`src/rtl/riscv_pkg.sv`:
```
`default_nettype none
// ============================================================================
// Module   : riscv_pkg
// Brief    : Shared ALU function bits, writeback-select bits, FSM encoding
//            and the writeback source mux for the execute/memory/writeback stage.
// Revision : 1.0 - initial release
// ============================================================================
package riscv_pkg;

  localparam int c_XLEN     = 32;
  localparam int c_FUN_W    = 19;
  localparam int c_WB_SEL_W = 3;

  // exe_fun one-hot bit positions
  localparam int c_FUN_ADD   = 18;
  localparam int c_FUN_SUB   = 17;
  localparam int c_FUN_AND   = 16;
  localparam int c_FUN_OR    = 15;
  localparam int c_FUN_XOR   = 14;
  localparam int c_FUN_SLL   = 13;
  localparam int c_FUN_SRL   = 12;
  localparam int c_FUN_SRA   = 11;
  localparam int c_FUN_SLT   = 10;
  localparam int c_FUN_SLTU  = 9;
  localparam int c_FUN_BEQ   = 8;
  localparam int c_FUN_BNE   = 7;
  localparam int c_FUN_BGE   = 6;
  localparam int c_FUN_BGEU  = 5;
  localparam int c_FUN_BLT   = 4;
  localparam int c_FUN_BLTU  = 3;
  localparam int c_FUN_JALR  = 2;
  localparam int c_FUN_COPY1 = 1;
  localparam int c_FUN_X     = 0;

  // wb_sel bit positions; all-zero selects the ALU result
  localparam int c_WB_MEM = 2;
  localparam int c_WB_PC  = 1;
  localparam int c_WB_CSR = 0;

  typedef enum logic [1:0] {
    ST_IDLE = 2'd0,
    ST_MEM  = 2'd1,
    ST_WAIT = 2'd2,
    ST_WB   = 2'd3
  } state_t;

  function automatic logic [c_XLEN-1:0] wb_mux(
    input logic [c_WB_SEL_W-1:0] sel,
    input logic [c_XLEN-1:0]     load_data,
    input logic [c_XLEN-1:0]     pc,
    input logic [c_XLEN-1:0]     alu_res
  );
    if (sel[c_WB_MEM])      return load_data;
    else if (sel[c_WB_PC])  return pc + 32'd4;
    else if (sel[c_WB_CSR]) return alu_res;
    else                    return alu_res;
  endfunction

endpackage
`default_nettype wire

```
`src/rtl/alu.sv`:
```
`default_nettype none
// ============================================================================
// Module   : alu
// Brief    : Combinational ALU with one-hot function select; produces the
//            arithmetic result and the branch condition.
// Revision : 1.0 - initial release
// ============================================================================
module alu
  import riscv_pkg::*;
(
  input  logic [c_XLEN-1:0]  op1,
  input  logic [c_XLEN-1:0]  op2,
  input  logic [c_FUN_W-1:0] exe_fun,
  output logic [c_XLEN-1:0]  result,
  output logic               cond
);

  logic [4:0]        w_shamt;
  logic [c_XLEN-1:0] w_sum;
  logic              w_eq;
  logic              w_lt_s;
  logic              w_lt_u;

  assign w_shamt = op2[4:0];
  assign w_sum   = op1 + op2;
  assign w_eq    = (op1 == op2);
  assign w_lt_s  = ($signed(op1) < $signed(op2));
  assign w_lt_u  = (op1 < op2);

  always_comb begin
    result = '0;
    if (exe_fun[c_FUN_ADD])        result = w_sum;
    else if (exe_fun[c_FUN_SUB])   result = op1 - op2;
    else if (exe_fun[c_FUN_AND])   result = op1 & op2;
    else if (exe_fun[c_FUN_OR])    result = op1 | op2;
    else if (exe_fun[c_FUN_XOR])   result = op1 ^ op2;
    else if (exe_fun[c_FUN_SLL])   result = op1 << w_shamt;
    else if (exe_fun[c_FUN_SRL])   result = op1 >> w_shamt;
    else if (exe_fun[c_FUN_SRA])   result = $unsigned($signed(op1) >>> w_shamt);
    else if (exe_fun[c_FUN_SLT])   result = {{(c_XLEN-1){1'b0}}, w_lt_s};
    else if (exe_fun[c_FUN_SLTU])  result = {{(c_XLEN-1){1'b0}}, w_lt_u};
    else if (exe_fun[c_FUN_JALR])  result = {w_sum[c_XLEN-1:1], 1'b0};
    else if (exe_fun[c_FUN_COPY1]) result = op1;
    else if (exe_fun[c_FUN_X])     result = '0;
  end

  // Branch ops leave result at zero; only the condition is meaningful
  always_comb begin
    cond = (exe_fun[c_FUN_BEQ]  &  w_eq)   |
           (exe_fun[c_FUN_BNE]  & ~w_eq)   |
           (exe_fun[c_FUN_BGE]  & ~w_lt_s) |
           (exe_fun[c_FUN_BGEU] & ~w_lt_u) |
           (exe_fun[c_FUN_BLT]  &  w_lt_s) |
           (exe_fun[c_FUN_BLTU] &  w_lt_u);
  end

endmodule
`default_nettype wire

```
`src/rtl/exe_mem_wb.sv`:
```
`default_nettype none
// ============================================================================
// Module   : exe_mem_wb
// Brief    : Execute / data-memory / writeback stage, one bundle at a time.
//            Define MISALIGN_CHK_EN to trap misaligned memory accesses.
// Revision : 1.0 - initial release
// ============================================================================
module exe_mem_wb
  import riscv_pkg::*;
(
  input  logic                  clk,
  input  logic                  rst_n,
  input  logic                  id_valid,
  output logic                  id_ready,
  input  logic [c_XLEN-1:0]     pc_in,
  input  logic [c_XLEN-1:0]     op1_data,
  input  logic [c_XLEN-1:0]     op2_data,
  input  logic [c_XLEN-1:0]     st_data,
  input  logic [4:0]            rd_in,
  input  logic                  rd_wen_in,
  input  logic [c_FUN_W-1:0]    exe_fun,
  input  logic                  mem_we,
  input  logic                  mem_re,
  input  logic [c_WB_SEL_W-1:0] wb_sel,
  output logic                  dmem_req,
  output logic                  dmem_we,
  output logic [c_XLEN-1:0]     dmem_addr,
  output logic [c_XLEN-1:0]     dmem_wdata,
  input  logic                  dmem_gnt,
  input  logic                  dmem_rvalid,
  input  logic [c_XLEN-1:0]     dmem_rdata,
  output logic [4:0]            wb_addr,
  output logic                  wb_we,
  output logic [c_XLEN-1:0]     wb_data,
  output logic                  br_taken,
  output logic                  misalign
);

  state_t                  r_state;
  logic [c_XLEN-1:0]       r_pc;
  logic [c_XLEN-1:0]       r_alu;
  logic [c_XLEN-1:0]       r_st_data;
  logic [c_XLEN-1:0]       r_load_data;
  logic [c_XLEN-1:0]       r_wb_data;
  logic [4:0]              r_rd;
  logic [c_WB_SEL_W-1:0]   r_wb_sel;
  logic                    r_wb_en;
  logic                    r_cond;
  logic                    r_is_store;
  logic                    r_dmem_req;
  logic                    r_wb_we;
  logic                    r_br_taken;
  logic                    r_misalign;

  logic [c_XLEN-1:0]       w_alu_result;
  logic                    w_alu_cond;
  logic                    w_is_mem;
  logic                    w_wb_en;
  logic                    w_misaligned;

  alu u_alu (
    .op1     (op1_data),
    .op2     (op2_data),
    .exe_fun (exe_fun),
    .result  (w_alu_result),
    .cond    (w_alu_cond)
  );

  assign w_is_mem = mem_we | mem_re;
  assign w_wb_en  = rd_wen_in && (rd_in != 5'd0);

`ifdef MISALIGN_CHK_EN
  assign w_misaligned = w_is_mem && (w_alu_result[1:0] != 2'b00);
`else
  assign w_misaligned = 1'b0;
`endif

  always_ff @(posedge clk or negedge rst_n) begin
    if (!rst_n) begin
      r_state     <= ST_IDLE;
      r_pc        <= '0;
      r_alu       <= '0;
      r_st_data   <= '0;
      r_load_data <= '0;
      r_wb_data   <= '0;
      r_rd        <= '0;
      r_wb_sel    <= '0;
      r_wb_en     <= 1'b0;
      r_cond      <= 1'b0;
      r_is_store  <= 1'b0;
      r_dmem_req  <= 1'b0;
      r_wb_we     <= 1'b0;
      r_br_taken  <= 1'b0;
      r_misalign  <= 1'b0;
    end else begin
      r_wb_we    <= 1'b0;
      r_br_taken <= 1'b0;
      r_misalign <= 1'b0;
      case (r_state)
        ST_IDLE: begin
          if (id_valid) begin
            r_pc        <= pc_in;
            r_alu       <= w_alu_result;
            r_st_data   <= st_data;
            r_rd        <= rd_in;
            r_wb_sel    <= wb_sel;
            r_wb_en     <= w_wb_en;
            r_cond      <= w_alu_cond;
            r_is_store  <= mem_we;
            r_load_data <= '0;
            if (w_misaligned) begin
              r_state    <= ST_WB;
              r_misalign <= 1'b1;
            end else if (w_is_mem) begin
              r_state    <= ST_MEM;
              r_dmem_req <= 1'b1;
            end else begin
              r_state    <= ST_WB;
              r_wb_we    <= w_wb_en;
              r_br_taken <= w_alu_cond;
              r_wb_data  <= wb_mux(wb_sel, '0, pc_in, w_alu_result);
            end
          end
        end
        ST_MEM: begin
          if (dmem_gnt) begin
            r_dmem_req <= 1'b0;
            // mem_we wins over mem_re, so a latched store never waits for data
            if (r_is_store) begin
              r_state    <= ST_WB;
              r_wb_we    <= r_wb_en;
              r_br_taken <= r_cond;
              r_wb_data  <= wb_mux(r_wb_sel, r_load_data, r_pc, r_alu);
            end else begin
              r_state <= ST_WAIT;
            end
          end
        end
        ST_WAIT: begin
          if (dmem_rvalid) begin
            r_load_data <= dmem_rdata;
            r_state     <= ST_WB;
            r_wb_we     <= r_wb_en;
            r_br_taken  <= r_cond;
            r_wb_data   <= wb_mux(r_wb_sel, dmem_rdata, r_pc, r_alu);
          end
        end
        ST_WB:   r_state <= ST_IDLE;
        default: r_state <= ST_IDLE;
      endcase
    end
  end

  // Gated with rst_n so the handshake is closed while reset is held
  assign id_ready   = (r_state == ST_IDLE) && rst_n;
  assign dmem_req   = r_dmem_req;
  assign dmem_we    = r_is_store;
  assign dmem_addr  = r_alu;
  assign dmem_wdata = r_st_data;
  assign wb_addr    = r_rd;
  assign wb_we      = r_wb_we;
  assign wb_data    = r_wb_data;
  assign br_taken   = r_br_taken;
  assign misalign   = r_misalign;

endmodule
`default_nettype wire
```
`config.mk`:
```
export PLATFORM = sky130hd
export DESIGN_NAME = exe_mem_wb
export DESIGN_NICKNAME = d
export VERILOG_FILES = /design/src/rtl/riscv_pkg.sv /design/src/rtl/alu.sv /design/src/rtl/exe_mem_wb.sv
export SDC_FILE = /design/constraint.sdc
export NUM_CORES = 1
export LEC_CHECK = 0
export CAP_MARGIN = 10
export CORE_ASPECT_RATIO = 1.75
export CORE_MARGIN = 5
export CORE_UTILIZATION = 27
export CTS_CLUSTER_SIZE = 20
export DETAILED_ROUTE_END_ITERATION = 8
export GPL_ROUTABILITY_DRIVEN = 0
export PLACE_DENSITY = 0.44
export SLEW_MARGIN = 20
export SYNTH_ARGS = -nofsm -noshare
export SYNTH_HDL_FRONTEND = slang
export SYNTH_SLANG_ARGS = --single-unit
export TNS_END_PERCENT = 10
```
`constraint.sdc`:
```
create_clock -name clk -period 2.6 [get_ports clk]
set_input_delay 0.52 -clock clk [delete_from_list [all_inputs] [get_ports clk]]
set_output_delay 0.52 -clock clk [all_outputs]
set_load 0.02 [all_outputs]
```
-- Yosys cells after proc, flatten, opt, wreduce, memory -nomap -nowiden
Index checks and enable logic that the tools add are counted.
- register bits after elaboration: 176
- input port bits: 195
- output and inout port bits: 107
- logic and storage cells: 111
- add/subtract/negate cells: 4
- magnitude comparators: 2
- equal/unequal tests: 10
- shifts and indexed selects: 3
- mux-type cells: 48
- bitwise gates (word level): 18
- reduce and logical (&&, ||, !) cells: 12
- operator list (operator ; number):
    $mux W32 ; 24
    $pmux W32 S3 ; 1
    $add A32 B3 Y32 const B ; 2
    $lt A32 B32 Y1 ; 2
    $pmux W32 S2 ; 1
    $add A32 B32 Y32 ; 1
    $and A32 B32 Y32 ; 1
    $eq A32 B32 Y1 ; 1
    $or A32 B32 Y32 ; 1
    $shl A32 B5 Y32 ; 1
    $shr A32 B5 Y32 ; 1
    $sshr A32 B5 Y32 ; 1
    $sub A32 B32 Y32 ; 1
    $xor A32 B32 Y32 ; 1
    $mux W1 ; 14
    $ne A2 B2 Y1 const B ; 6
    $mux W2 ; 4
    $pmux W2 S4 ; 1
    $and A1 B1 Y1 ; 6
    $or A1 B1 Y1 ; 6
    $pmux W1 S3 ; 2
    $reduce_and A3 Y1 ; 2
    $reduce_and A6 Y1 ; 1
    $reduce_bool A5 Y1 ; 1
    10 further kinds ; 15

-- Longest topological paths before layout
- word-level depth: 17
- gate-level depth with buffers: 17
- mapped depth without buffers: 13

-- By module
Synthesis repeated with hierarchy kept, for this count alone.
- cells, all modules: 2545
- area total of the unflattened synthesis: 20099.3 sq um
- by module, submodules not included (module ; instances ; cells an instance ; area an instance (sq um) ; sequential area each (sq um)):
    alu ; 1 ; 1559 ; 10651.5 ; 0.0
    exe_mem_wb ; 1 ; 986 ; 9447.8 ; 4379.2

-- Least setup slack after synthesis
OpenSTA, ideal clock, no wires.
- path type: input -> register
- start: in op2_data[3]
- end: reg r_alu[23] (netlist: dmem_addr[23])
- setup time: 0.065 ns
- arrival time: 3.866 ns
- required time: 2.535 ns
- setup slack: -1.331 ns
- stages on the path: 16
- buffers on the path: 4
- path through: clkbuf_1 > inv_2 > clkbuf_1 > clkbuf_1 > ha_1 > buf_6 > nor3_2 > o31ai_1 > a311oi_2 > nand4_1 > a31oi_1 > xnor2_1 > o21ai_0 > or3b_2 > o211ai_1 > o21a_1
- word-level cells in the longest chain between the ends: 12
- elaborated cells between the ends (all ways): 16
- those cells by class: add/sub: 2; shift: 3; mux: 11
- RTL lines (element ; line ; text):
    from (decl) ; exe_mem_wb.sv:17 ; input logic [c_XLEN-1:0] op2_data,
    $add A32 B32 Y32 ; alu.sv:25 ; assign w_sum = op1 + op2;
    $mux W32 ; alu.sv:42 ; else if (exe_fun[c_FUN_JALR]) result = {w_sum[c_XLEN-1:1], 1'b0};
    $mux W32 ; alu.sv:41 ; else if (exe_fun[c_FUN_SLTU]) result = {{(c_XLEN-1){1'b0}}, w_lt_u};
    $mux W32 ; alu.sv:40 ; else if (exe_fun[c_FUN_SLT]) result = {{(c_XLEN-1){1'b0}}, w_lt_s};
    $mux W32 ; alu.sv:39 ; else if (exe_fun[c_FUN_SRA]) result = $unsigned($signed(op1) >>> w_shamt);
    $mux W32 ; alu.sv:38 ; else if (exe_fun[c_FUN_SRL]) result = op1 >> w_shamt;
    $mux W32 ; alu.sv:37 ; else if (exe_fun[c_FUN_SLL]) result = op1 << w_shamt;
    $mux W32 ; alu.sv:36 ; else if (exe_fun[c_FUN_XOR]) result = op1 ^ op2;
    $mux W32 ; alu.sv:35 ; else if (exe_fun[c_FUN_OR]) result = op1 | op2;
    $mux W32 ; alu.sv:34 ; else if (exe_fun[c_FUN_AND]) result = op1 & op2;
    $mux W32 ; alu.sv:33 ; else if (exe_fun[c_FUN_SUB]) result = op1 - op2;
    $mux W32 * ; alu.sv:32 ; if (exe_fun[c_FUN_ADD]) result = w_sum;
    to (signal assigned) ; exe_mem_wb.sv:103 ; r_alu <= w_alu_result;
    to (decl) ; exe_mem_wb.sv:41 ; logic [c_XLEN-1:0] r_alu;
Mark *: on every way between the ends. The rest lies on a longest branch, timed or not.
A chain may end at the register's enable or synchronous reset.

-- Final worst setup path
- start: in op2_data[23]
- end: reg r_wb_data[25] (netlist: wb_data[25])
- word-level cells in the longest chain between the ends: 17
- elaborated cells between the ends (all ways): 18
- those cells by class: add/sub: 2; mux: 16
- RTL lines (element ; line ; text):
    $add A32 B32 Y32 ; alu.sv:25 ;
    $mux W32 ; alu.sv:42 ;
    $mux W32 ; alu.sv:41 ;
    $mux W32 ; alu.sv:40 ;
    $mux W32 ; alu.sv:39 ;
    $mux W32 ; alu.sv:38 ;
    $mux W32 ; alu.sv:37 ;
    $mux W32 ; alu.sv:36 ;
    $mux W32 ; alu.sv:35 ;
    $mux W32 ; alu.sv:34 ;
    $mux W32 ; alu.sv:33 ;
    $mux W32 * ; alu.sv:32 ;
    $mux W32 * ; riscv_pkg.sv:54 ; else if (sel[c_WB_PC]) return pc + 32'd4;
    $mux W32 * ; riscv_pkg.sv:53 ; if (sel[c_WB_MEM]) return load_data;
    $mux W32 * ; exe_mem_wb.sv:114 ; end else if (w_is_mem) begin
    $mux W32 * ; exe_mem_wb.sv:101 ; if (id_valid) begin
    $pmux W32 S3 * ; exe_mem_wb.sv:99 ; case (r_state)
    to (signal assigned) ; exe_mem_wb.sv:121 ; r_wb_data <= wb_mux(wb_sel, '0, pc_in, w_alu_result);
    to (signal assigned) ; exe_mem_wb.sv:133 ; r_wb_data <= wb_mux(r_wb_sel, r_load_data, r_pc, r_alu);
    to (signal assigned) ; exe_mem_wb.sv:145 ; r_wb_data <= wb_mux(r_wb_sel, dmem_rdata, r_pc, r_alu);
    to (decl) ; exe_mem_wb.sv:44 ; logic [c_XLEN-1:0] r_wb_data;
Mark *: on every way between the ends. The rest lies on a longest branch, timed or not. The select of a mux whose other input is x is not followed.

==> impl_results.md <==
* Status: complete, but fails checks
* Violated checks: setup timing
* Hold crit path type: in2async
* Comb pwr share at 0.629
* R2r setup slk at -230 ps
* Post-synth EDFFs at 0
* # IOs at 302
* Final hold slack at 439.4 ps
* Gr usage total at 0.2907
* TNS Setup at -13540 ps
* Final setup fails at 60
* Largest net degree at the start of global routing at 161
* Sequential area share after synthesis at 0.2156
* Avg Vias per Cell at 5.626
* Final Worst Setup Slack at -446.3 ps
* Syn Area/Cell at 7.316 um^2
* Sw Ratio at 0.4634
* Post-synthesis net count at 3080
* Final setup skew at 12.09 ps
* Internal power at 11800 uW
* Leak at 0.01459 uW
* Clk root buf: clkbuf_16
* Placed Instances at 4568
* Die area at 81050 um^2
* WP data required at 2970 ps
* CP cell instances: dlygate4sd2_1, inv_1, ha_4, buf_4, o21bai_1, nand2b_1, nor4_4, a21oi_2, buf_4, a21oi_1, xor2_1, a21oi_1, a32oi_1, a221o_1
* Worst path bufs/invs at 4
* Area of the multi-input gates at 16500 um^2
* Tcrit/Tclk final at 1.172
* CTS clk-pin slew, worst paths at 70 ps
* Final net count at 4032
* Drt first pass iters at 6
* Max_cap viols at 0
* CTS H-tree depth at 4
* Maximum clock insertion buffer count at 3
* Max-slew violation count at 0
* Clk pwr share at 0.141
* Worst Reg-to-Reg Cells at 11
* PwrDens at 663.6 nW/um^2
* Core area at 74880 um^2
* DRC viols at 0
* Final Instance Area at 33140 um^2
* Initial antenna violation count at 5
* Main synth FF type: dfrtp_1
* Synth Warn # at 0
* Row Count at 133
* CP max FO at 10
* Distinct cells, synth at 101
* Vias in the first global route at 26840
* DRT antenna net count at 0
* Max Freq at 0.3283 GHz
* DRT iter0 DRCs at 2143
* CTS sink count at 175
* Routed wire length at 123600 um
* Chip width at 217.4 um
* RR Endpoint: wb_data[26]
* RSZ-0062 raised after global routing: yes
* Worst Max-Slew Pin Slew at 1054 ps
* Vias post-DR at 26340
* Final Non-Filler Cells at 4681
* CP Capture Type: flop
* Dpl hpwl at 99040 um
* Synth async-reset ratio at 1.000
* Cell Area, Synth at 20320 um^2
* Synthesis-to-layout area growth at 63.10%
* Crit Path Class: in2reg
* Die height at 372.9 um
* Cts bufs inserted at 25
* Routed WL per cell at 26.40 um
* Grt total ovfl at 0
* Flops & latches, synth at 175
* Tmin final at 3046 ps
* Worst path max stage delay at 370 ps
* Slew HR at 0.2974
* Initial Util at 0.2713
* Clock latency on the worst-skew pair at 500 ps
* First-pass GRT wire length at 176800 um
* Seq pwr share at 0.230
* DP Area at 29550 um^2
* Hold Vio Cnt, Final at 0
* Slowest CP cell: nor4_4
* Worst Setup SP: op2_data[23]
* Fill cells at 7597
* PortBufs at 298
* CP startpoint kind: primary input
* Crit path arrival time at 3420 ps
* Commonest non-fill, non-tap cells in the layout: buf_4, nand2_1, clkdlybuf4s50_1
* Layout cells sized above 1 at 0.3642
* Leading cell type in the layout, fill and taps excluded: buf_4
* Seq. cell area at 4382 um^2
* NetSw at 10190 uW
* Critical R2R Launch: r_pc[3]
* CTS tree: built
* Synth Instances at 2777
* Critical path's top delay family: compound AO/OA/AOI/OAI gates
* VDD IR max at 0.0004900 V
[flip-flops by register name, summed over array words and instances, names as in the netlist]
register,count
dmem_addr,32
dmem_wdata,32
r_load_data,32
r_pc,32
wb_data,32
wb_addr,5
r_state,2
r_wb_sel,2
br_taken,1
dmem_req,1
dmem_we,1
r_cond,1
r_wb_en,1
wb_we,1
[worst max path at each step]
stage / cells after the start / slack, ps / end
2_1_floorplan: 16 / -780 / wb_data[17]
3_3_place_gp: 15 / -1760 / wb_data[25]
3_5_place_dp: 15 / -1760 / wb_data[25]
4_1_cts: 17 / -400 / wb_data[20]
5_1_grt: 17 / -510 / wb_data[25]
6_report: 14 / -450 / wb_data[25]
[cells by family after synthesis]
logic type,count (synthesis),synth area share
XOR/XNOR,91,0.03923
AO/OA/AOI/OAI,849,0.2702
adder cells (fa/ha/maj),108,0.06688
other,1,0.0001846
multiplexers,124,0.1008
AND/OR/NAND/NOR,1086,0.2324
flip-flops,175,0.2156
buffers and inverters,343,0.07465
[what timing repair did]
item                                   4_1_cts  5_1_grt
hold buffers                                 1        0
buffers inserted                            64       18
setup endpoints to repair                   67       66
resized for setup                          544      172
endpoints found under the hold margin       15        0
pin swaps                                  112       72
cloned                                       2        1
[per-stage QoR]
stage	total power, uW	setup WS, ps	util
6_report	21990	-446.3	0.4425
3_3_place_gp	17820	-1756	0.3947
2_1_floorplan	11330	-775.8	-
4_1_cts	21690	-404.7	0.4314
5_1_grt	23290	-508.5	0.4424
3_5_place_dp	17960	-1761	0.3947
[final cells by class]
cell class | count | area share
flip-flops and latches | 175 | 0.1322
well taps | 945 | 0.03568
clock buffers | 29 | 0.01933
multi-input cells | 2259 | 0.4979
inverters | 122 | 0.01548
diodes | 2 | 0.0001510
clock inverters | 3 | 0.001964
repair buffers | 1146 | 0.2973
[power groups by stage]
stage	clock network [uW]	registers [uW]	logic (uW)
detailed placement	0	5080	12900
finish	3090	5050	13800
CTS	3190	5030	13500
global route	3270	5170	14800
floorplan	0	5510	5830
global placement	0	5030	12800
[layer usage]
| layer | GRT usage | share of wire | up-vias | wire (um) |
|---|---|---|---|---|
| li1 | - | - | 11870 | - |
| met1 | 0.2993 | 0.35 | 12620 | 42750 |
| met2 | 0.5097 | 0.49 | 1348 | 60050 |
| met3 | 0.04647 | 0.058 | 493 | 7146 |
| met4 | 0.2454 | 0.11 | 2 | 13610 |
| met5 | 0 | 0.00014 | - | 17 |
[synthesized netlist by cell type (all sizes together), types with 16 or more instances]
library cell,number,area share
a211o,20,0.0086
a211oi,54,0.021
a21o,21,0.0078
a21oi,227,0.056
a221oi,18,0.0084
a31oi,44,0.014
and2,18,0.0058
and3,23,0.0071
buf,71,0.021
clkbuf,148,0.030
dfrtp,175,0.22
ha,107,0.066
inv,117,0.022
mux2i,46,0.023
mux4,63,0.070
nand2,531,0.098
nand3,105,0.026
nor2,242,0.045
nor2b,22,0.0068
nor3,63,0.016
nor4,16,0.0055
o211ai,29,0.011
o21ai,221,0.055
o22ai,22,0.0068
o31ai,24,0.0091
or3,17,0.0052
xnor2,57,0.025
xor2,34,0.015
Power figures use the tool's default switching activity.
